### config.mk
export PLATFORM = sky130hd
export DESIGN_NAME = mat_vec_ctrl
export DESIGN_NICKNAME = d
export VERILOG_FILES = /design/src/rtl/mat_vec_pkg.sv /design/src/rtl/mat_transpose_buf.sv /design/src/rtl/mat_vec_ctrl.sv
export SDC_FILE = /design/constraint.sdc
export NUM_CORES = 1
export LEC_CHECK = 0
export CAP_MARGIN = 30
export CORE_ASPECT_RATIO = 1.5
export CORE_MARGIN = 3
export CORE_UTILIZATION = 30
export CTS_BUF_LIST = sky130_fd_sc_hd__clkbuf_4 sky130_fd_sc_hd__clkbuf_8
export DETAILED_ROUTE_END_ITERATION = 8
export SLEW_MARGIN = 10
export SYNTH_ARGS = -nofsm -noshare
export SYNTH_HDL_FRONTEND = slang
export SYNTH_SLANG_ARGS = --single-unit
### constraint.sdc
create_clock -name clk -period 2.9 [get_ports clk]
set_clock_uncertainty 0.05 [all_clocks]
set_input_delay 0.58 -clock clk [delete_from_list [all_inputs] [get_ports clk]]
set_output_delay 0.58 -clock clk [all_outputs]
set_load 0.05 [all_outputs]
### src/rtl/mat_vec_pkg.sv
// Shared types and constants for the 8x8 matrix-vector MAC controller.
package mat_vec_pkg;

  localparam int unsigned BYTE_WIDTH = 8;
  localparam int unsigned DIM        = 8;
  localparam int unsigned ACC_WIDTH  = 3 * BYTE_WIDTH;
  localparam int unsigned MAT_BYTES  = DIM * DIM;
  localparam int unsigned IDX_W      = $clog2(MAT_BYTES);
  localparam int unsigned COL_W      = $clog2(DIM);

  typedef enum logic [2:0] {
    IDLE,
    CLEAR,
    LOAD_A,
    PUSH_A,
    LOAD_B,
    WAIT,
    CAPTURE,
    DRAIN
  } ctrl_state_t;

endpackage

### src/rtl/mat_transpose_buf.sv
// 64-entry byte buffer: row-major write port, 8-wide column read port.
module mat_transpose_buf
  import mat_vec_pkg::*;
#(
  parameter int unsigned DATA_WIDTH = 8
) (
  input  logic                  clk,
  input  logic                  rst_n,
  input  logic                  wr_en,
  input  logic [IDX_W-1:0]      wr_idx,
  input  logic [DATA_WIDTH-1:0] wr_data,
  input  logic [COL_W-1:0]      rd_col,
  output logic [DATA_WIDTH-1:0] rd_data [DIM-1:0]
);

  logic [DATA_WIDTH-1:0] mem [DIM][DIM];

  // Upper index bits select the row, lower bits the column.
  always_ff @(posedge clk or negedge rst_n) begin
    if (!rst_n) begin
      for (int r = 0; r < int'(DIM); r++) begin
        for (int c = 0; c < int'(DIM); c++) begin
          mem[r][c] <= '0;
        end
      end
    end else if (wr_en) begin
      mem[wr_idx[IDX_W-1:COL_W]][wr_idx[COL_W-1:0]] <= wr_data;
    end
  end

  always_comb begin
    for (int r = 0; r < int'(DIM); r++) begin
      rd_data[r] = mem[r][rd_col];
    end
  end

endmodule

### src/rtl/mat_vec_ctrl.sv
// Job controller for the 8x8 matrix-vector MAC array: load, transpose, push, wait, drain.
// Optional WAIT-state watchdog enabled by defining MVC_TIMEOUT_EN.
module mat_vec_ctrl #(
  parameter int unsigned DATA_WIDTH     = 8,
  parameter int unsigned DIM            = 8,
  parameter int unsigned TIMEOUT_CYCLES = 1024
) (
  input  logic                    clk,
  input  logic                    rst_n,
  input  logic                    in_valid,
  output logic                    in_ready,
  input  logic [DATA_WIDTH-1:0]   in_data,
  output logic                    Clr,
  output logic                    a_wren,
  output logic [DATA_WIDTH-1:0]   a_fifo_in [DIM-1:0],
  output logic                    b_wren,
  output logic [DATA_WIDTH-1:0]   b_fifo_in,
  input  logic                    done,
  input  logic [3*DATA_WIDTH-1:0] mac_out [DIM-1:0],
  output logic                    res_valid,
  input  logic                    res_ready,
  output logic [3*DATA_WIDTH-1:0] res_data,
  output logic                    res_last,
  output logic                    busy,
  output logic                    err
);
  import mat_vec_pkg::*;

  localparam int unsigned RES_W = 3 * DATA_WIDTH;

  if (DIM != 8) begin : g_dim_check
    $error("mat_vec_ctrl: DIM must be 8");
  end
  if (TIMEOUT_CYCLES == 0) begin : g_timeout_check
    $error("mat_vec_ctrl: TIMEOUT_CYCLES must be non-zero");
  end

  ctrl_state_t           state, next_state;
  logic [IDX_W-1:0]      cnt;
  logic                  done_q;
  logic                  accept, handshake, cnt_inc, timeout;
  logic [DATA_WIDTH-1:0] col_data [DIM-1:0];
  logic [RES_W-1:0]      res_reg  [DIM-1:0];

  assign accept    = in_valid & in_ready;
  assign handshake = res_valid & res_ready;
  assign cnt_inc   = accept | (state == PUSH_A) | handshake;

  mat_transpose_buf #(.DATA_WIDTH(DATA_WIDTH)) u_buf (
    .clk     (clk),
    .rst_n   (rst_n),
    .wr_en   (accept && (state == LOAD_A)),
    .wr_idx  (cnt),
    .wr_data (in_data),
    .rd_col  (cnt[COL_W-1:0]),
    .rd_data (col_data)
  );

  always_ff @(posedge clk or negedge rst_n) begin
    if (!rst_n) state <= IDLE;
    else        state <= next_state;
  end

  always_comb begin
    next_state = state;
    unique case (state)
      IDLE:    if (in_valid) next_state = CLEAR;
      CLEAR:   next_state = LOAD_A;
      LOAD_A:  if (accept && cnt == IDX_W'(MAT_BYTES - 1)) next_state = PUSH_A;
      PUSH_A:  if (cnt == IDX_W'(DIM - 1)) next_state = LOAD_B;
      LOAD_B:  if (accept && cnt == IDX_W'(DIM - 1)) next_state = WAIT;
      // Only a rising edge of done counts; a level present on entry is ignored.
      WAIT: begin
        if (done && !done_q) next_state = CAPTURE;
        else if (timeout)    next_state = IDLE;
      end
      CAPTURE: next_state = DRAIN;
      DRAIN:   if (handshake && cnt == IDX_W'(DIM - 1)) next_state = IDLE;
      default: next_state = IDLE;
    endcase
  end

  always_comb begin
    in_ready  = 1'b0;
    Clr       = 1'b0;
    busy      = 1'b1;
    res_valid = 1'b0;
    res_last  = 1'b0;
    res_data  = '0;
    unique case (state)
      IDLE:           busy = 1'b0;
      CLEAR:          Clr = 1'b1;
      LOAD_A, LOAD_B: in_ready = 1'b1;
      DRAIN: begin
        res_valid = 1'b1;
        res_data  = res_reg[cnt[COL_W-1:0]];
        res_last  = (cnt == IDX_W'(DIM - 1));
      end
      default: ;
    endcase
  end

  // Shared counter: byte index, column, vector index or result index, cleared on every state change.
  always_ff @(posedge clk or negedge rst_n) begin
    if (!rst_n) begin
      cnt       <= '0;
      done_q    <= 1'b0;
      a_wren    <= 1'b0;
      b_wren    <= 1'b0;
      b_fifo_in <= '0;
      for (int i = 0; i < int'(DIM); i++) begin
        a_fifo_in[i] <= '0;
        res_reg[i]   <= '0;
      end
    end else begin
      done_q <= done;
      a_wren <= (state == PUSH_A);
      b_wren <= accept && (state == LOAD_B);
      if (state == PUSH_A) a_fifo_in <= col_data;
      if (accept && state == LOAD_B) b_fifo_in <= in_data;
      if (state == CAPTURE) res_reg <= mac_out;
      if (next_state != state) cnt <= '0;
      else if (cnt_inc)        cnt <= cnt + IDX_W'(1);
    end
  end

`ifdef MVC_TIMEOUT_EN
  localparam int unsigned TW = $clog2(TIMEOUT_CYCLES + 1);

  logic [TW-1:0] wait_cnt;

  assign timeout = (state == WAIT) && (wait_cnt == TW'(TIMEOUT_CYCLES - 1));

  // Watchdog counts WAIT cycles; err is sticky until reset.
  always_ff @(posedge clk or negedge rst_n) begin
    if (!rst_n) begin
      wait_cnt <= '0;
      err      <= 1'b0;
    end else begin
      if (state != WAIT) wait_cnt <= '0;
      else               wait_cnt <= wait_cnt + TW'(1);
      if (timeout) err <= 1'b1;
    end
  end
`else
  assign timeout = 1'b0;
  assign err     = 1'b0;
`endif

endmodule

==> summary.md, run 1 <==
| Metric | Value |
|---|---|
| Status | `complete, but fails checks` |
| Failing checks | `setup timing` |
| Grt ovf | `0` |
| P per Cell Area | `998 nW/um^2` |
| CP most frequent cell | `buf_12` |
| Chip width | `284 um` |
| Yosys reg bits | `788` |
| Area of the multi-input gates | `14600 um^2` |
| Yosys warns | `0` |
| Post-DP HPWL | `73.7 mm` |
| Unrepaired setup endpoints after global routing | `true` |
| CP arrival | `2690 ps` |
| Sequential share of power | `34.8%` |
| Max stage delay cell, worst path | `dfrtp_4` |
| GR Util All Layers | `18.4%` |
| Global Route met2 Usage | `31.5%` |
| Fraction of registers with async set/reset | `100%` |
| HP Class | `primary input to flop` |
| Syn_nets | `2717` |
| Placed cell area | `41300 um^2` |
| Finished Cell Area | `44600 um^2` |
| Gr busiest metal | `met2` |
| Row cnt | `152` |
| Synth area leader | `dfrtp_1` |
| Gate power share | `42.6%` |
| Area growth syn-to-layout | `28.2%` |
| Final setup violation count | `24` |
| CP Cell Sequence | `buf_12 -> and3b_4 -> buf_12 -> a22oi_1 -> a41oi_2 -> buf_12` |
| CP required | `2270 ps` |
| Die Ht | `423 um` |
| Tightest Pin Transition | `924 ps` |
| CP endpoint kind | `output port` |
| CP Max Fanout | `10` |
| Drt initial violations | `1434` |
| Worst R2R Start | `cnt[2]$_DFFE_PN0P_` |
| Sequential area share after synthesis | `56.7%` |
| NumNets Final | `3168` |
| Clk sinks | `788` |
| Gp weighted congestion | `0.776` |
| Initial Util | `30.3%` |
| Fin crit share | `114%` |
| Crit path buffers/inverters | `3` |
| Slew margin rel. | `38.4%` |
| R2R setup slack | `300 ps` |
| WS Path Type | `flop to output port` |
| DIE AREA | `120000 um^2` |
| Vias | `23400` |
| M3 GR Usage | `5.48%` |
| Core box area | `115000 um^2` |
| Ports | `309` |
| # fillers | `11000` |
| Hold_sp | `done` |
| Hold Fails Final Rpt | `0` |
| CP startpoint kind | `flop` |
| Top post-synthesis cells by count | `788 x dfrtp_1, 728 x mux2_2, 130 x a22oi_1` |
| Synthesized area | `34800 um^2` |
| Drt drc | `0` |
| Vias in the first global route | `25000` |
| Pleak | `19.9 nW` |
| Power Internal | `27.3 mW` |
| Final core occ | `38.9%` |
| TNS Setup | `-8190 ps` |
| Register Area | `19700 um^2` |
| Hold slack | `211 ps` |
| WL/cell | `24.6 um` |
| Net Sw Frac | `38.7%` |
| H-tree depth | `4` |
| CP delay by family, top | `buffers and inverters` |
| Most frequent cell after synthesis | `dfrtp_1` |
| Met1 Use GR | `21.6%` |
| Non-Filler Instances | `4581` |
| Largest net degree at the start of global routing | `93` |
| Port bufs | `307` |
| Root Driver | `clkbuf_8` |
| Final total power | `44.6 mW` |
| Min cycle time layout | `3320 ps` |
| Post-Synthesis Cells | `2511` |
| Detail-routed via count per cell | `5.11` |
| Peak supply drop | `0.963 mV` |
| Post-Place Setup Slack | `28.2 ps` |
| CTS clk-pin slew, worst paths | `60 ps` |
| Mean post-synth cell area | `13.9 um^2` |
| Layout cells sized above 1 | `44.2%` |
| Latest clock arrival within the worst-skew pair | `840 ps` |
| TritonCTS buffer count | `131` |
| Inst Count DP | `4338` |
| DRT Pass-1 Iters | `5` |
| Initial antenna violation count | `7` |
| Clock power share | `22.6%` |
| Synth top area cells | `dfrtp_1 57%, mux2_2 24%, a22oi_1 2.8%` |
| Main flop type after synthesis | `dfrtp_1` |
| TritonCTS clock tree | `done` |
| Slew Viols, Final | `0` |
| Post-synth EDFFs | `0` |
| Total wire length | `113 mm` |
| Longest Clk Path Bufs | `3` |
| Max-cap violations | `0` |
| Switching power | `17.2 mW` |
| Fmax | `302 MHz` |
| Critical Path Source | `cnt[0]$_DFFE_PN0P_` |
| Max incr delay on CP | `500 ps` |
| Post-synth cell types | `66` |
| Share of Yosys cell area claimed by the top area cell type | `56.7%` |
| DRT antenna net count | `0` |
| Largest register FFs | `512` |
| First-pass GRT wire length | `166 mm` |
| Final worst slack | `-417 ps` |
==> path summary, 6_finish.rpt <==
path / endpoint / cells past startpoint
min in group asynchronous: u_buf.mem[477]$_DFFE_PN0P_ / 2
worst min-delay path: done_q$_DFF_PN0_ / 1
worst min register to register: a_fifo_in[12]$_DFFE_PN0P_ / 2
max in group asynchronous: res_reg[36]$_DFFE_PN0P_ / 4
worst max-delay path: res_data[21] / 6
worst max register to register: u_buf.mem[356]$_DFFE_PN0P_ / 6
==> power by group through the flow <==
stage	registers (mW)	logic, mW	clock network [mW]
floorplan	16.6	9.14	0
global placement	15.6	17.9	0
detailed placement	15.7	18.0	0
CTS	15.5	18.5	10.4
global route	15.8	20.0	10.9
finish	15.5	19.0	10.1
==> per-layer routing <==
layer | wire [um] | up-vias
li1 | - | 10200
met1 | 44900 | 12300
met2 | 56500 | 705
met3 | 7640 | 193
met4 | 3800 | 6
met5 | 41 | -
==> final cells by class <==
cell class / instances / area share [%]
antenna: 3 / 0.0168
clock buffer: 185 / 5.21
clock inverter: 24 / 0.603
inverter: 8 / 0.0701
multi-input combinational: 1511 / 32.8
sequential: 788 / 44.2
tap: 1540 / 4.32
timing repair buffer: 522 / 12.8
==> timing repair <==
item	in CTS	in global routing
setup buffers	12	9
cloned	3	7
gates resized for setup	29	42
endpoints found under the hold margin	185	0
hold buffers	1	0
pin swaps	3	27
endpoints found under the setup margin	27	26
==> kinds of logic after synthesis <==
kind of cell             Yosys count  synth area share (%)
other                              1                0.0108
flip-flops                       788                  56.7
AO/OA/AOI/OAI                    415                  8.88
AND/OR/NAND/NOR                  247                  3.83
buffers and inverters            212                  2.68
multiplexers                     845                  27.8
adder cells (fa/ha/maj)            1                0.0359
XOR/XNOR                           2                0.0503
==> placed cells by master (no fill, tap or decap), drive strengths merged, types with 11 or more instances in the layout <==
master         instances
a211oi                11
a21oi                 61
a221o                 13
a221oi                53
a22o                  13
a22oi                130
a41oi                 24
buf                  245
clkbuf               192
clkdlybuf4s50        269
dfrtp                788
inv                   14
mux2                 755
mux2i                 67
mux4                  23
nand2                103
nor2                  67
nor2b                 13
nor3                  11
o21ai                 34
o22a                  13
No activity file was read; power rests on OpenSTA's default activity.
==> run 2, diff against run 1 <==
--- a/config.mk
+++ b/config.mk
@@ -6,11 +6,14 @@
 export NUM_CORES = 1
 export LEC_CHECK = 0
 export CAP_MARGIN = 30
+export CELL_PAD_IN_SITES_DETAIL_PLACEMENT = 1
+export CELL_PAD_IN_SITES_GLOBAL_PLACEMENT = 1
 export CORE_ASPECT_RATIO = 1.5
 export CORE_MARGIN = 3
 export CORE_UTILIZATION = 30
 export CTS_BUF_LIST = sky130_fd_sc_hd__clkbuf_4 sky130_fd_sc_hd__clkbuf_8
 export DETAILED_ROUTE_END_ITERATION = 8
+export PLACE_DENSITY_LB_ADDON = 0.1
 export SLEW_MARGIN = 10
 export SYNTH_ARGS = -nofsm -noshare
 export SYNTH_HDL_FRONTEND = slang
==> run 2 against run 1 <==
Net effect:
- the run still ends with setup timing left
- clock power increased by 5%
- critical path depth did not move
- count of clock-buffer cells in the layout rose by 28
==> summary.md, run 2 (synthesized netlist as in run 1, its figures left out) <==
| Metric | Value |
|---|---|
| Slew Viols, Final | `0` |
| CP arrival | `2620 ps` |
| Core box area | `115000 um^2` |
| Drt drc | `0` |
| Max incr delay on CP | `530 ps` |
| CP required | `2270 ps` |
| Drt initial violations | `1197` |
| Pleak | `20.0 nW` |
| Final worst slack | `-353 ps` |
| Worst R2R Start | `cnt[0]$_DFFE_PN0P_` |
| Initial antenna violation count | `19` |
| Vias in the first global route | `26500` |
| DIE AREA | `120000 um^2` |
| Largest register FFs | `512` |
| Latest clock arrival within the worst-skew pair | `830 ps` |
| Fin crit share | `112%` |
| P per Cell Area | `1010 nW/um^2` |
| Min cycle time layout | `3250 ps` |
| Area of the multi-input gates | `14600 um^2` |
| Root Driver | `clkbuf_8` |
| Area growth syn-to-layout | `28.8%` |
| Status | `complete, but fails checks` |
| Slew margin rel. | `34.5%` |
| CP most frequent cell | `buf_12` |
| Failing checks | `setup timing` |
| Non-Filler Instances | `4607` |
| Peak supply drop | `0.684 mV` |
| Fmax | `307 MHz` |
| R2R setup slack | `170 ps` |
| CP endpoint kind | `output port` |
| TritonCTS clock tree | `done` |
| TNS Setup | `-7090 ps` |
| Post-DP HPWL | `80.9 mm` |
| Detail-routed via count per cell | `5.09` |
| Most common cell after layout, fill and taps aside | `dfrtp_1` |
| Gp weighted congestion | `0.752` |
| Tightest Pin Transition | `983 ps` |
| Longest Clk Path Bufs | `3` |
| CP startpoint kind | `flop` |
| Max-cap violations | `0` |
| Worst Hold Depth | `1` |
| Hold Fails Final Rpt | `0` |
| DRT antenna net count | `0` |
| Chip width | `284 um` |
| Inst Count DP | `4334` |
| CP Max Fanout | `13` |
| Ports | `309` |
| CTS clk-pin slew, worst paths | `60 ps` |
| Most frequent cells in the layout | `783 x dfrtp_1, 728 x mux2_2, 268 x clkdlybuf4s50_1` |
| TritonCTS buffer count | `136` |
| Hold_sp | `done` |
| Port bufs | `307` |
| H-tree depth | `4` |
| Row cnt | `152` |
| Largest net degree at the start of global routing | `89` |
| WS Path Type | `flop to output port` |
| Initial Util | `30.3%` |
| FF-to-FF End | `a_fifo_in[36]$_DFFE_PN0P_` |
| WL/cell | `27.1 um` |
| Total wire length | `125 mm` |
| Layout cells sized above 1 | `44.7%` |
| GR Util All Layers | `20.4%` |
| HP Class | `primary input to flop` |
| Grt ovf | `0` |
| Die Ht | `423 um` |
| Final total power | `45.2 mW` |
| Final setup violation count | `25` |
| Max stage delay cell, worst path | `dfrtp_4` |
| # fillers | `11800` |
| Hold Path Sink | `done_q$_DFF_PN0_` |
| First-pass GRT wire length | `182 mm` |
| R2R cell count | `8` |
| CP Cell Sequence | `buf_6 -> and3b_2 -> buf_12 -> a22oi_2 -> a41oi_2 -> buf_12` |
| NumNets Final | `3167` |
| Unrepaired setup endpoints after global routing | `true` |
| DRT Pass-1 Iters | `5` |
| Clk sinks | `788` |
| Vias | `23500` |
| Register Area | `19700 um^2` |
-- run 2: cell count changes in the layout (fill, tap and decap cells not counted), moves of 4 or more --
cell,previous run,this run
buf_12,70,76
buf_4,158,147
clkbuf_4,35,44
clkbuf_8,150,169
clkinv_2,8,12
diode_2,3,10
-- run 2: how the worst max path moves through the flow --
stage	startpoint	to	cells past startpoint
global placement	in_valid	u_buf.mem[128]$_DFFE_PN0P_	6
floorplan	cnt[0]$_DFFE_PN0P_	res_data[14]	7
detailed placement	in_valid	u_buf.mem[128]$_DFFE_PN0P_	6
CTS	cnt[2]$_DFFE_PN0P_	res_data[12]	6
finish	cnt[1]$_DFFE_PN0P_	res_data[19]	6
global route	cnt[1]$_DFFE_PN0P_	res_data[16]	6
-- run 2: timing repair --
item | in CTS | in global routing
cloned | 0 | 6
endpoints found under the hold margin | 96 | 0
pin swaps | 2 | 14
buffers inserted | 8 | 13
hold buffers | 1 | 0
setup endpoints to repair | 28 | 27
gates resized for setup | 31 | 55
-- run 2: metal layers --
metal | global-route usage, % | wire length, um
met5 | 0 | 145
met4 | 6.28 | 3600
met3 | 6.28 | 7310
met2 | 36.0 | 63300
met1 | 23.8 | 50700
-- run 2: layout make-up --
type	count	share of cell area (%)
multi-input combinational	1511	32.6
antenna	10	0.0558
sequential	788	44.0
timing repair buffer	516	12.7
tap	1540	4.30
clock inverter	21	0.343
inverter	8	0.0754
clock buffer	213	5.93
-- run 2: power breakdown --
group | internal [mW] | leakage, nW | switching (mW) | total [mW]
Clock | 5.88 | 1.48 | 4.73 | 10.6
Combinational | 8.00 | 8.23 | 11.1 | 19.1
Sequential | 13.8 | 10.3 | 1.75 | 15.5
-- run 2: critical path, delay by kind of cell, from the launching register on --
family          cells  cell delay, ps
simple gates        1             260
compound gates      2             470
buf+inv             3             530
flops               1             530
-- run 2: per-stage QoR --
| stage | area [um^2] | utilization, % | hold slack, ps | setup slack, ps |
|---|---|---|---|---|
| 2_1_floorplan | 35000 | - | 234 | 233 |
| 3_3_place_gp | 41300 | 35.9 | 418 | 134 |
| 3_5_place_dp | 41300 | 35.9 | 429 | 108 |
| 4_1_cts | 44300 | 38.6 | 80.3 | -475 |
| 5_1_grt | 44800 | 39.0 | 128 | -492 |
| 6_report | 44800 | 39.0 | 179 | -353 |
